### config.mk
export PLATFORM = sky130hd
export DESIGN_NAME = scr1_imem_arb
export DESIGN_NICKNAME = d
export VERILOG_FILES = /design/src/rtl/scr1_memif_pkg.sv /design/src/rtl/scr1_imem_arb_tagq.sv /design/src/rtl/scr1_imem_arb.sv
export SDC_FILE = /design/constraint.sdc
export NUM_CORES = 1
export LEC_CHECK = 0
export CAP_MARGIN = 40
export CORE_MARGIN = 3
export CORE_UTILIZATION = 23
export CTS_BUF_LIST = sky130_fd_sc_hd__clkbuf_2 sky130_fd_sc_hd__clkbuf_4 sky130_fd_sc_hd__clkbuf_8
export DETAILED_ROUTE_END_ITERATION = 10
export HOLD_SLACK_MARGIN = 0.15
export PLACE_DENSITY = 0.85
export SYNTH_ARGS = -nofsm -noshare
export SYNTH_HDL_FRONTEND = slang
export SYNTH_SLANG_ARGS = --single-unit
### constraint.sdc
create_clock -name clk -period 2.15 [get_ports clk]
set_input_delay 0.43 -clock clk [delete_from_list [all_inputs] [get_ports clk]]
set_output_delay 0.43 -clock clk [all_outputs]
set_load 0.005 [all_outputs]
### src/rtl/scr1_memif_pkg.sv
// Shared SCR1 memory-interface definitions.
// Holds the memory response code enum used on every SCR1 memory port, plus
// the port count and owner-id type used by the instruction-memory arbiter.
package scr1_memif_pkg;

    typedef enum logic [1:0] {
        SCR1_MEM_RESP_NOTRDY = 2'b00,
        SCR1_MEM_RESP_RDY_OK = 2'b01,
        SCR1_MEM_RESP_RDY_ER = 2'b10
    } type_scr1_mem_resp_e;

    // Number of requesters sharing the imem port.
    localparam int SCR1_IMEM_ARB_PORTS = 2;

    // Identifies which requester issued a transaction (0 = core fetch, 1 = secondary).
    typedef logic type_scr1_imem_arb_owner_t;

endpackage

### src/rtl/scr1_imem_arb_tagq.sv
// In-order owner-tag queue for the imem arbiter.
// One-bit-wide synchronous FIFO: each accepted request pushes its owner id,
// each memory response pops the head to route the data back.
// Ports:
//   clk, rst     clock, synchronous active-high reset (clears count/pointers)
//   push, din    enqueue owner id (ignored when full)
//   pop          dequeue head (ignored when empty)
//   head         owner id of the oldest outstanding transaction
//   full, empty  derived from the registered occupancy count
module scr1_imem_arb_tagq
    import scr1_memif_pkg::*;
#(
    parameter int DEPTH = 2
) (
    input  logic                      clk,
    input  logic                      rst,
    input  logic                      push,
    input  type_scr1_imem_arb_owner_t din,
    input  logic                      pop,
    output type_scr1_imem_arb_owner_t head,
    output logic                      full,
    output logic                      empty
);

    localparam int PW = (DEPTH > 1) ? $clog2(DEPTH) : 1;
    localparam int CW = $clog2(DEPTH + 1);

    logic [DEPTH-1:0] mem;
    logic [PW-1:0]    wr_ptr;
    logic [PW-1:0]    rd_ptr;
    logic [CW-1:0]    count;
    logic             do_push;
    logic             do_pop;

    // Explicit wrap keeps DEPTH=1 correct, where the pointer is wider than needed.
    function automatic logic [PW-1:0] ptr_inc(input logic [PW-1:0] p);
        return (p == PW'(DEPTH - 1)) ? '0 : p + PW'(1);
    endfunction

    assign full    = (count == CW'(DEPTH));
    assign empty   = (count == '0);
    assign do_push = push & ~full;
    assign do_pop  = pop & ~empty;
    assign head    = mem[rd_ptr];

    always_ff @(posedge clk) begin
        if (rst) begin
            wr_ptr <= '0;
            rd_ptr <= '0;
            count  <= '0;
        end else begin
            if (do_push) begin
                mem[wr_ptr] <= din;
                wr_ptr      <= ptr_inc(wr_ptr);
            end
            if (do_pop) begin
                rd_ptr <= ptr_inc(rd_ptr);
            end
            case ({do_push, do_pop})
                2'b10:   count <= count + CW'(1);
                2'b01:   count <= count - CW'(1);
                default: count <= count;
            endcase
        end
    end

endmodule

### src/rtl/scr1_imem_arb.sv
// Two-port arbiter for the SCR1 instruction-memory port.
// Port 0 is the core fetch unit, port 1 a secondary fetcher (debug/trace).
// A grant is held (locked) until the memory accepts it; owners of accepted
// requests are queued in order so each response returns to its issuer.
// Ports:
//   clk, rst                 clock, synchronous active-high reset
//   sN_req/sN_addr           requester fetch request and address
//   sN_req_ack               request accepted this cycle
//   sN_rdata/sN_resp         routed read data and response code
//   imem_req/imem_addr       arbitrated request to the memory port
//   imem_req_ack             memory accepted the request
//   imem_rdata/imem_resp     memory read data and response code
//   err_unexp_resp           sticky: response seen with nothing outstanding
module scr1_imem_arb
    import scr1_memif_pkg::*;
#(
    parameter int OUTST_DEPTH = 2,
    parameter bit ARB_RR      = 1'b1
) (
    input  logic        clk,
    input  logic        rst,
    input  logic        s0_req,
    input  logic [31:0] s0_addr,
    output logic        s0_req_ack,
    output logic [31:0] s0_rdata,
    output logic [1:0]  s0_resp,
    input  logic        s1_req,
    input  logic [31:0] s1_addr,
    output logic        s1_req_ack,
    output logic [31:0] s1_rdata,
    output logic [1:0]  s1_resp,
    output logic        imem_req,
    output logic [31:0] imem_addr,
    input  logic        imem_req_ack,
    input  logic [31:0] imem_rdata,
    input  logic [1:0]  imem_resp,
    output logic        err_unexp_resp
);

    localparam logic ST_UNLOCKED = 1'b0;
    localparam logic ST_LOCKED   = 1'b1;

    logic                               lock_state;
    type_scr1_imem_arb_owner_t          lock_owner;
    type_scr1_imem_arb_owner_t          rr_ptr;
    logic [SCR1_IMEM_ARB_PORTS-1:0]     req_vec;
    logic                               gnt_vld;
    type_scr1_imem_arb_owner_t          gnt;
    logic                               gnt_req;
    logic                               accept;
    logic                               resp_vld;
    logic                               pop;
    type_scr1_imem_arb_owner_t          q_head;
    logic                               q_full;
    logic                               q_empty;

    assign req_vec = {s1_req, s0_req};

    always_comb begin
        gnt_vld = 1'b1;
        gnt     = 1'b0;
        if (lock_state == ST_LOCKED) begin
            gnt = lock_owner;
        end else begin
            case (req_vec)
                2'b11:   gnt = ARB_RR ? rr_ptr : 1'b0;
                2'b10:   gnt = 1'b1;
                2'b01:   gnt = 1'b0;
                default: gnt_vld = 1'b0;
            endcase
        end
    end

    // A locked owner that drops req still holds the grant for this cycle,
    // so imem_req falls and the lock is released at the edge.
    assign gnt_req   = gnt ? s1_req : s0_req;
    assign imem_req  = gnt_vld & gnt_req & ~q_full;
    assign imem_addr = ~gnt_vld ? 32'h0 : (gnt ? s1_addr : s0_addr);

    // Nothing is accepted or routed while reset is held.
    assign accept     = imem_req & imem_req_ack & ~rst;
    assign s0_req_ack = accept & (gnt == 1'b0);
    assign s1_req_ack = accept & (gnt == 1'b1);

    assign resp_vld = (imem_resp != SCR1_MEM_RESP_NOTRDY);
    assign pop      = resp_vld & ~q_empty & ~rst;
    assign s0_resp  = (pop & (q_head == 1'b0)) ? imem_resp : SCR1_MEM_RESP_NOTRDY;
    assign s1_resp  = (pop & (q_head == 1'b1)) ? imem_resp : SCR1_MEM_RESP_NOTRDY;
    assign s0_rdata = imem_rdata;
    assign s1_rdata = imem_rdata;

    scr1_imem_arb_tagq #(
        .DEPTH (OUTST_DEPTH)
    ) i_tagq (
        .clk   (clk),
        .rst   (rst),
        .push  (accept),
        .din   (gnt),
        .pop   (pop),
        .head  (q_head),
        .full  (q_full),
        .empty (q_empty)
    );

    always_ff @(posedge clk) begin
        if (rst) begin
            lock_state     <= ST_UNLOCKED;
            lock_owner     <= 1'b0;
            rr_ptr         <= 1'b0;
            err_unexp_resp <= 1'b0;
        end else begin
            // Lock is frozen while the tag queue is full.
            if (!q_full) begin
                if (lock_state == ST_LOCKED) begin
                    if (accept || !gnt_req) begin
                        lock_state <= ST_UNLOCKED;
                    end
                end else if (imem_req && !imem_req_ack) begin
                    lock_state <= ST_LOCKED;
                    lock_owner <= gnt;
                end
            end
            if (accept) begin
                rr_ptr <= ~gnt;
            end
            if (resp_vld && q_empty) begin
                err_unexp_resp <= 1'b1;
            end
        end
    end

endmodule

======== Word level (Yosys, flattened, before mapping) ========
Cells that the tools add are included.
storage, ports and cells
  input port bits ......................... 103
  word-level logic and storage cells ...... 71
  register bits after elaboration ......... 10
  output and inout port bits .............. 104
cells by class
  reduce and logical (&&, ||, !) cells .... 12
  eq/ne operators ......................... 6
  bitwise operators ....................... 18
  order comparisons ....................... 3
  multiplexer cells ....................... 20
  $add $sub $neg .......................... 4
operator list
  cell                   number
  $mux W32               2
  $and A1 B1 Y1          12
  $mux W1                12
  $eq A2 B2 Y1 const B   4
  $not A1 Y1             6
  $eq A2 B1 Y1 const B   2
  $lt A1 B2 Y1 const B   2
  $mux W2                2
  $pmux W2 S2            1
  $reduce_bool A2 Y1     2
  $logic_and A1 B1 Y1    3
  $reduce_and A3 Y1      1
  $reduce_or A3 Y1       1
  $add A1 B1 Y1 const B  2
  $add A2 B1 Y2 const B  1
  $bwmux W2              1
  $logic_not A1 Y1       2
  $logic_not A2 Y1       1
  $pmux W1 S2            1
  $reduce_and A2 Y1      1
  $sub A2 B1 Y2 const B  1
  $demux W1 S1           1
  $ge A1 B1 Y1 const B   1
  $logic_or A1 B1 Y1     1

======== Logic depth before layout (Yosys ltp) ========
Gate-level depths: netlist (run 1).
  depth in word-level cells ............... 11
  depth in mapped cells ................... 8
  gate-level depth less buffers ........... 7

======== Modules after synthesis ========
Synthesis (run 1) repeated with hierarchy kept, for this count alone.
unflattened totals
  cells, all modules ...................... 232
  area total of the unflattened synthesis .. 1,639.1 µm²
by module, submodules not included
  module              cells an instance  seq. area each (µm²)  area an instance (µm²)  times used
  scr1_imem_arb       206                80.1                  1,368.8                 1
  scr1_imem_arb_tagq  26                 140.1                 270.3                   1

======== Least setup slack after synthesis (run 1) ========
Ideal clock, no wire load.
  kind .................................... in2reg
  from .................................... in s0_req
  to ...................................... reg i_tagq.count[1]
  stages .................................. 7
  slack ................................... 0.088 ns
  data required time ...................... 2.080 ns
  library setup time ...................... 0.070 ns
  path buffers ............................ 1
  data arrival time ....................... 1.992 ns
  path through ............................ a21boi_2 -> o211ai_2 -> or3b_1 -> buf_6 -> ha_1 -> or3_1 -> a21oi_1
between the ends
  cells in the longest elaborated chain, start to end .. 11
  elaborated cells between the ends (all ways) .. 18
  classes of those cells .................. eq/ne: 5; mux: 6; bitwise: 5; reduce/logical: 2
ends and longest elaborated chain
  item                                               RTL line                                  text
  start, declared                                    scr1_imem_arb.sv:22                       input logic s0_req,
  $eq A2 B2 Y1 or $eq A2 B1 Y1 (tied branches)       scr1_imem_arb.sv:65                       case (req_vec)
  $pmux W1 S2 or $reduce_or A3 Y1 (tied branches)    -
  $mux W1 (on tied branches)                         scr1_imem_arb.sv:62, scr1_imem_arb.sv:65
  $mux W1 (on tied branches)                         scr1_imem_arb.sv:76, scr1_imem_arb.sv:62
  $and A1 B1 Y1 (*) (2 in a row)                     scr1_imem_arb.sv:77                       assign imem_req = gnt_vld & gnt_req & ~q_full;
  $and A1 B1 Y1 (*) (2 in a row)                     scr1_imem_arb.sv:81                       assign accept = imem_req & imem_req_ack & ~rst;
  $and A1 B1 Y1 (*)                                  scr1_imem_arb_tagq.sv:42                  assign do_push = push & ~full;
  $eq A2 B1 Y1 or $eq A2 B2 Y1 (tied branches)       scr1_imem_arb_tagq.sv:59                  case ({do_push, do_pop})
  $pmux W2 S2 or $reduce_bool A2 Y1 (tied branches)  -
  end signal, assigned                               scr1_imem_arb_tagq.sv:60                  2'b10: count <= count + CW'(1);
  end signal, assigned                               scr1_imem_arb_tagq.sv:61                  2'b01: count <= count - CW'(1);
  end signal, assigned                               scr1_imem_arb_tagq.sv:62                  default: count <= count;
  end, declared                                      scr1_imem_arb_tagq.sv:31                  logic [CW-1:0] count;
Every way passes the cells marked *; elsewhere a longest branch is shown, timed or not.
A chain may end at the register's enable or synchronous reset.

======== Worst setup path after layout (run 1) ========
  from .................................... reg lock_state
  to ...................................... reg i_tagq.count[1]
between the ends
  cells in the longest elaborated chain, start to end .. 9
  elaborated cells between the ends (all ways) .. 12
  classes of those cells .................. eq/ne: 2; mux: 4; bitwise: 5; reduce/logical: 1
ends and longest elaborated chain
  item                                               RTL line                  text
  start, declared                                    scr1_imem_arb.sv:43       logic lock_state;
  start signal, assigned                             scr1_imem_arb.sv:107      lock_state <= ST_UNLOCKED;
  start signal, assigned                             scr1_imem_arb.sv:116      lock_state <= ST_UNLOCKED;
  start signal, assigned                             scr1_imem_arb.sv:119      lock_state <= ST_LOCKED;
  $mux W1                                            scr1_imem_arb.sv:62       if (lock_state == ST_LOCKED) begin
  $mux W1                                            scr1_imem_arb.sv:76       assign gnt_req = gnt ? s1_req : s0_req;
  $and A1 B1 Y1 (*) (2 in a row)                     scr1_imem_arb.sv:77
  $and A1 B1 Y1 (*) (2 in a row)                     scr1_imem_arb.sv:81
  $and A1 B1 Y1 (*)                                  scr1_imem_arb_tagq.sv:42
  $eq A2 B1 Y1 or $eq A2 B2 Y1 (tied branches)       scr1_imem_arb_tagq.sv:59
  $pmux W2 S2 or $reduce_bool A2 Y1 (tied branches)  -
Marked as above.

==> results of run 1 <==
-- routing by layer --
metal  global-route usage  routed length (um)
met1               0.1342                1934
met2               0.2471                2842
met3              0.02947                 444
met4              0.07365                 192
met5                    0                   0
-- registers in the layout (all words and copies together), names as in the netlist --
| name | cells |
|---|---|
| i_tagq.rd_ptr | 1 |
| i_tagq.wr_ptr | 1 |
| lock_owner | 1 |
| rr_ptr | 1 |
| i_tagq.count | 2 |
| err_unexp_resp | 1 |
| i_tagq.mem | 2 |
| lock_state | 1 |
-- repair_timing --
item	in CTS	in global routing
cloned	1	2
resized for setup	104	33
pin swaps	5	0
endpoints found under the hold margin	0	0
setup buffers	12	2
setup endpoints to repair	41	32
-- final cells by class --
| type | instances | share of cell area |
|---|---|---|
| well taps | 75 | 0.03666 |
| repair buffers | 143 | 0.5313 |
| flip-flops and latches | 10 | 0.08798 |
| clock buffers | 3 | 0.01613 |
| clock inverters | 1 | 0.001466 |
| multi-input cells | 144 | 0.3187 |
| inverters | 4 | 0.007820 |
-- power groups by stage --
stage / clock network [mW] / logic (mW) / registers [mW]
after floorplan: 0 / 0.338 / 0.241
after global placement: 0 / 0.618 / 0.239
after detailed placement: 0 / 0.631 / 0.241
after CTS: 0.206 / 0.658 / 0.238
after global routing: 0.215 / 0.757 / 0.242
final: 0.203 / 0.693 / 0.239
-- worst register-to-register path, delay by kind of cell, from the launching register on --
| kind | cells | cell delay, ns |
|---|---|---|
| compound gates | 2 | 0.21 |
| xor+xnor | 1 | 0.13 |
| fa+ha+maj | 1 | 0.15 |
| simple gates | 3 | 0.97 |
| flops | 1 | 0.37 |
| buf+inv | 2 | 0.25 |
-- logic make-up (layout without fill, tap and decap cells) --
family,after synthesis,in the layout,synth area share
xor gates and xnor gates,4,4,0.02332
muxes,2,2,0.01415
buffers and inverters,80,151,0.3763
DFF,10,10,0.1465
adders and majority gates,1,1,0.008325
AOI/OAI and AO/OA,46,46,0.1765
and+or+nand+nor,91,91,0.2548
-- per-stage QoR --
stage                     area, um^2  setup TNS (ns)  instances  utilization  hold WS (ns)
after global placement          2311          -21.16        359       0.3769        0.4330
after global routing            2560        -0.08197        380       0.4176        0.4742
after floorplan                 1503               0        234            -        0.4421
after CTS                       2506               0        376       0.4088        0.4503
final                           2560               0        380       0.4176        0.4444
after detailed placement        2311          -22.40        359       0.3769        0.4425
-- worst max-delay path by stage --
stage / startpoint / to
2_1_floorplan: s0_req / i_tagq.count[1]$_SDFFE_PP0P_
3_3_place_gp: s0_req / imem_addr[28]
3_5_place_dp: s0_req / imem_addr[28]
4_1_cts: lock_state$_SDFFE_PP0N_ / s1_req_ack
5_1_grt: lock_state$_SDFFE_PP0N_ / i_tagq.count[1]$_SDFFE_PP0P_
6_report: lock_state$_SDFFE_PP0N_ / i_tagq.count[1]$_SDFFE_PP0P_
-- layout by cell type (no fill, tap or decap), types with 2 or more instances in the layout --
cell type	Yosys	layout
clkdlybuf4s50_1	0	68
nand2_1	67	67
a21oi_1	35	30
dlygate4sd2_1	0	17
buf_4	67	17
clkbuf_2	0	11
nor2_1	11	9
buf_6	1	9
buf_2	4	9
dfxtp_1	8	6
a21oi_2	0	5
nor2_2	3	4
buf_12	0	4
inv_1	3	3
clkbuf_8	0	3
clkdlybuf4s15_2	0	3
or3b_4	0	2
o21ai_0	2	2
xor2_1	2	2
clkbuf_16	0	2
edfxtp_1	2	2
==> results.cfg, run 1 <==
[detailed_routing]
postRouteAntennaNets = 0
drtIter0Drc = 51
drc = 0
routed_wirelength_um = 5413
avgViaCountPerCell = 4.555
post_drt_wl_per_cell_um = 14.24
vias = 1731
drt_pass1_iterations = 4

[critical_path]
crit_cells = 9
slowest_delay_ns = 0.39
r2r_slack_ns = 0.007
timing.rr.start = lock_state$_SDFFE_PP0N_
cp_data_arrival_time_ns = 2.31
required_ns = 2.32
reg2regPathDepth = 9
path_class = reg -> reg
cp_cell_sequence = or3b_4 > o211ai_4 > or3b_4 > buf_6 > buf_6 > ha_4 > xnor2_2 > or3_1 > a21oi_1
slowest_stage = or3b_4
timing.rr.end = i_tagq.count[1]$_SDFFE_PP0P_
cpLargestDelayFamily = simple AND/OR/NAND/NOR gates
path_buf_inv = 2
startpoint_type = register
end_kind = register
cp_max_fo = 7

[power_and_ir_drop]
clkPwrFrac = 0.179
irDropWorstVdd_mv = 0.3147
p_total_mw = 1.134
power.share.switching = 0.3343
power_frac_comb = 0.611
p_per_area_mw_per_mm2 = 443.1
leakage_nw = 1.130
seqPwrFrac = 0.211
p_switching_mw = 0.3792
p_int_mw = 0.7552

[clock_network]
cts_buffers = 3
cts.sinks = 10
cts_hold_buf = 0
insertion_delay_ns = 0.24
tritoncts = done
clockRootBuffer = clkbuf_8
ctsLongestPathBuffers = 2
cts_max_level = 1
clkTransAtPathRegs_ns = 0.05

[synth]
synthFlopType = dfxtp_1
ys_seq_elements = 10
yosysWarnings = 0
synth_commonest_cells = buf_4, nand2_1, a21oi_1, nor2_1, dfxtp_1
syn_nets = 338
synth_seq_area_share = 0.1465
synth-edff-count = 2
synthesis.area_mm2 = 0.001503
synth_top_area_frac = 0.3347
synth_cells = 234
synth_area_leader_cell = buf_4
avgSynthCellArea_um2 = 6.422
yosys.cell_types.count = 33
synth_area_leaders = buf_4, nand2_1, a21oi_1, dfxtp_1, edfxtp_1
async_reset_ff_frac = 0

[layout]
fin_nets = 410
multi_input_area_um2 = 815.8
syn2layout_area_growth_pct = 70.36
antenna_cells = 0
seqCellArea_um2 = 225.2
drive_gt1_frac = 0.2787
fill_cells = 615

[timing]
relSlewSlack = 0.8054
max_slew.worst_pin.slew_ns = 0.2897
setup_ws_ns = 0.006795
maxSlewViolCount = 0
rsz0062_at_grt = yes
post-route-period-util = 0.9968
finalHoldViolCount = 0
fin_skew_ns = 0.002667
setup_viol = 0
max_freq_mhz = 466.6
period_minus_slack_ns = 2.143

[placement]
dp_slack_ns = -0.7006
io_buffer_count = 110
gp_congestion = 0.8643
hpwl_um = 3804

[grt]
first_global_vias = 1781
grt_pass1_wl_um = 8093
grt_usage = 0.1325
overflow = 0
antenna_found_initial = 0
grt_start_max_net_pins = 29

[run]
cap_violations = 0

[worst_hold_path]
worstHoldPathCells = 2
worstHoldEndpoint = err_unexp_resp$_SDFFE_PP0P_
min_from = err_unexp_resp$_SDFFE_PP0P_
hp-class = reg -> reg

[die]
die_h_um = 86.83
design.die.area_mm2 = 0.007539
coreArea_mm2 = 0.006131
initial_core_util = 0.2451
ioPinCount = 207
die_w_um = 86.83
rows = 28

[status]
outcome = finished clean
Power figures use the tool's default switching activity.
==> inputs of run 2 (changes only) <==
- CAP_MARGIN: 40 -> 20
- CORE_MARGIN: 3 -> 5
==> run 2 against run 1 <==
Effect of this change: sequential share of layout area rose by 0.14 points; first-iteration DRC count fell by 12%; highest routed layer unchanged; sequential power barely moved; cell area fell by 1.6%; sequential cell count did not move.
==> results.cfg, run 2 (same netlist as run 1, synthesis figures left out) <==
[power_and_ir_drop]
power_frac_comb = 0.603
irDropWorstVdd_mv = 0.2741
p_per_area_mw_per_mm2 = 445.1
clkPwrFrac = 0.185
seqPwrFrac = 0.212
p_int_mw = 0.7470
power.share.switching = 0.3340
leakage_nw = 1.117
p_switching_mw = 0.3746

[layout]
syn2layout_area_growth_pct = 67.69
final_cell_count_no_fill = 384
fill_cells = 662
reg.largest.list = i_tagq.count (2), i_tagq.mem (2)
mostFrequentLayoutCells = clkdlybuf4s50_1, nand2_1, a21oi_1
fin_area_mm2 = 0.002520
layout_commonest_cell = clkdlybuf4s50_1
fin_nets = 412
antenna_cells = 0
drive_gt1_frac = 0.2964

[clock_network]
cts_hold_buf = 0
ctsLongestPathBuffers = 2
clockRootBuffer = clkbuf_8
tritoncts = done
clkTransAtPathRegs_ns = 0.05
cts.sinks = 10
cts_buffers = 3
cts_max_level = 1
insertion_delay_ns = 0.24

[critical_path]
cp_cell_sequence = or3b_4 > o211ai_2 > or3b_4 > buf_4 > buf_6 > ha_4 > xnor2_1 > or3_1 > a21oi_2
slowest_delay_ns = 0.39
required_ns = 2.33
slowest_stage = or3b_4
timing.rr.start = lock_state$_SDFFE_PP0N_
worstSetupStartpoint = lock_state$_SDFFE_PP0N_
timing.rr.end = i_tagq.count[1]$_SDFFE_PP0P_
end_kind = register
crit_path_frequent_cell = or3b_4
r2r_slack_ns = 0.04
startpoint_type = register
cp_data_arrival_time_ns = 2.29
cpLargestDelayFamily = simple AND/OR/NAND/NOR gates
path_class = reg -> reg
cp_max_fo = 5
reg2regPathDepth = 9
path_buf_inv = 2

[worst_hold_path]
worstHoldEndpoint = err_unexp_resp$_SDFFE_PP0P_
worstHoldPathCells = 2
hp-class = reg -> reg
min_from = err_unexp_resp$_SDFFE_PP0P_

[die]
initial_core_util = 0.2367
rows = 29
design.die.area_mm2 = 0.008250
coreArea_mm2 = 0.006350
die_w_um = 90.83
ioPinCount = 207
die_h_um = 90.83

[timing]
fin_skew_ns = 0.0009197
maxSlewViolCount = 0
finalHoldViolCount = 0
max_freq_mhz = 474.0
period_minus_slack_ns = 2.110
relSlewSlack = 0.8103
post-route-period-util = 0.9814
max_slew.worst_pin.slew_ns = 0.2842
rsz0062_at_grt = yes
setup_viol = 0

[detailed_routing]
drt_pass1_iterations = 4
routed_wirelength_um = 5901
avgViaCountPerCell = 4.539
post_drt_wl_per_cell_um = 15.37
postRouteAntennaNets = 0
drc = 0
vias = 1743
drtIter0Drc = 45

[grt]
grt_pass1_wl_um = 8845
overflow = 0
antenna_found_initial = 0
first_global_vias = 1804
grt_usage = 0.1300
grt_start_max_net_pins = 18

[placement]
gp_congestion = 0.7556
io_buffer_count = 110
hpwl_um = 4320
dpl-instance-area_mm2 = 0.002369
placed_cells = 365

[status]
outcome = finished clean

[run]
cap_violations = 0
==> run 2: cell count changes in the layout (fill, tap and decap cells not counted), sizes merged <==
cell,delta
dlygate4sd2,-14
bufbuf,+1
buf,+2
clkbuf,+11
clkdlybuf4s50,+2
==> run 2: metrics by stage <==
| step | power [mW] | setup slack, ns | hold WS, ns | utilization | setup TNS [ns] |
|---|---|---|---|---|---|
| floorplan | 0.5788 | 0.08825 | 0.4421 | - | 0 |
| global placement | 0.8787 | -0.6054 | 0.4344 | 0.3730 | -20.08 |
| detailed placement | 0.8893 | -0.7092 | 0.4534 | 0.3730 | -22.33 |
| CTS | 1.134 | -0.02946 | 0.4617 | 0.4057 | -0.03306 |
| global route | 1.202 | -0.04872 | 0.5162 | 0.3968 | -0.08864 |
| finish | 1.122 | 0.04009 | 0.4588 | 0.3968 | 0 |
==> run 2: worst max-delay path by stage <==
stage                                   endpoint  cells past startpoint
floorplan           i_tagq.count[1]$_SDFFE_PP0P_                      7
global placement                      s0_req_ack                      6
detailed placement  i_tagq.count[1]$_SDFFE_PP0P_                      8
CTS                                imem_addr[12]                      7
global route        i_tagq.count[1]$_SDFFE_PP0P_                      9
finish              i_tagq.count[1]$_SDFFE_PP0P_                      9
==> run 2: worst min-delay path: cells and delay by family, from the launching register on <==
| kind | cells | cell delay [ns] |
|---|---|---|
| flip-flops | 1 | 0.31 |
| AO/OA/AOI/OAI | 1 | 0.05 |
| buffers and inverters | 1 | 0.05 |
==> run 2: layout make-up <==
cell class	instances	area, um^2	share of cell area
clock inverters	1	3.754	0.001490
repair buffers	145	1350	0.5357
clock buffers	3	41.29	0.01639
multi-input cells	144	783.3	0.3108
well taps	77	96.34	0.03823
inverters	4	20.02	0.007944
flip-flops and latches	10	225.2	0.08937
==> run 2: power groups by stage <==
stage / logic (mW) / registers (mW) / clock network [mW]
after detailed placement: 0.649 / 0.241 / 0
final: 0.676 / 0.238 / 0.207
after CTS: 0.683 / 0.238 / 0.213
after global placement: 0.641 / 0.238 / 0
after global routing: 0.738 / 0.241 / 0.223
after floorplan: 0.338 / 0.241 / 0
==> run 2: timing repair <==
action,4_1_cts,5_1_grt
setup endpoints to repair,41,31
gates resized for setup,106,35
gates cloned,2,1
pin swaps,4,0
setup buffers,11,1
==> run 2: per-layer routing <==
metal	track usage	wire length, um	vias up
met2	0.2524	3177	98
met3	0.03833	548	16
met1	0.1302	2080	789
met5	0	0	-
met4	0.04156	95	0
li1	-	-	840
==> inputs of run 3 (changes only) <==
- TNS_END_PERCENT: unset -> 100
==> results of run 3 <==
The final DEF is identical to that of run 2; final timing and power are the same.
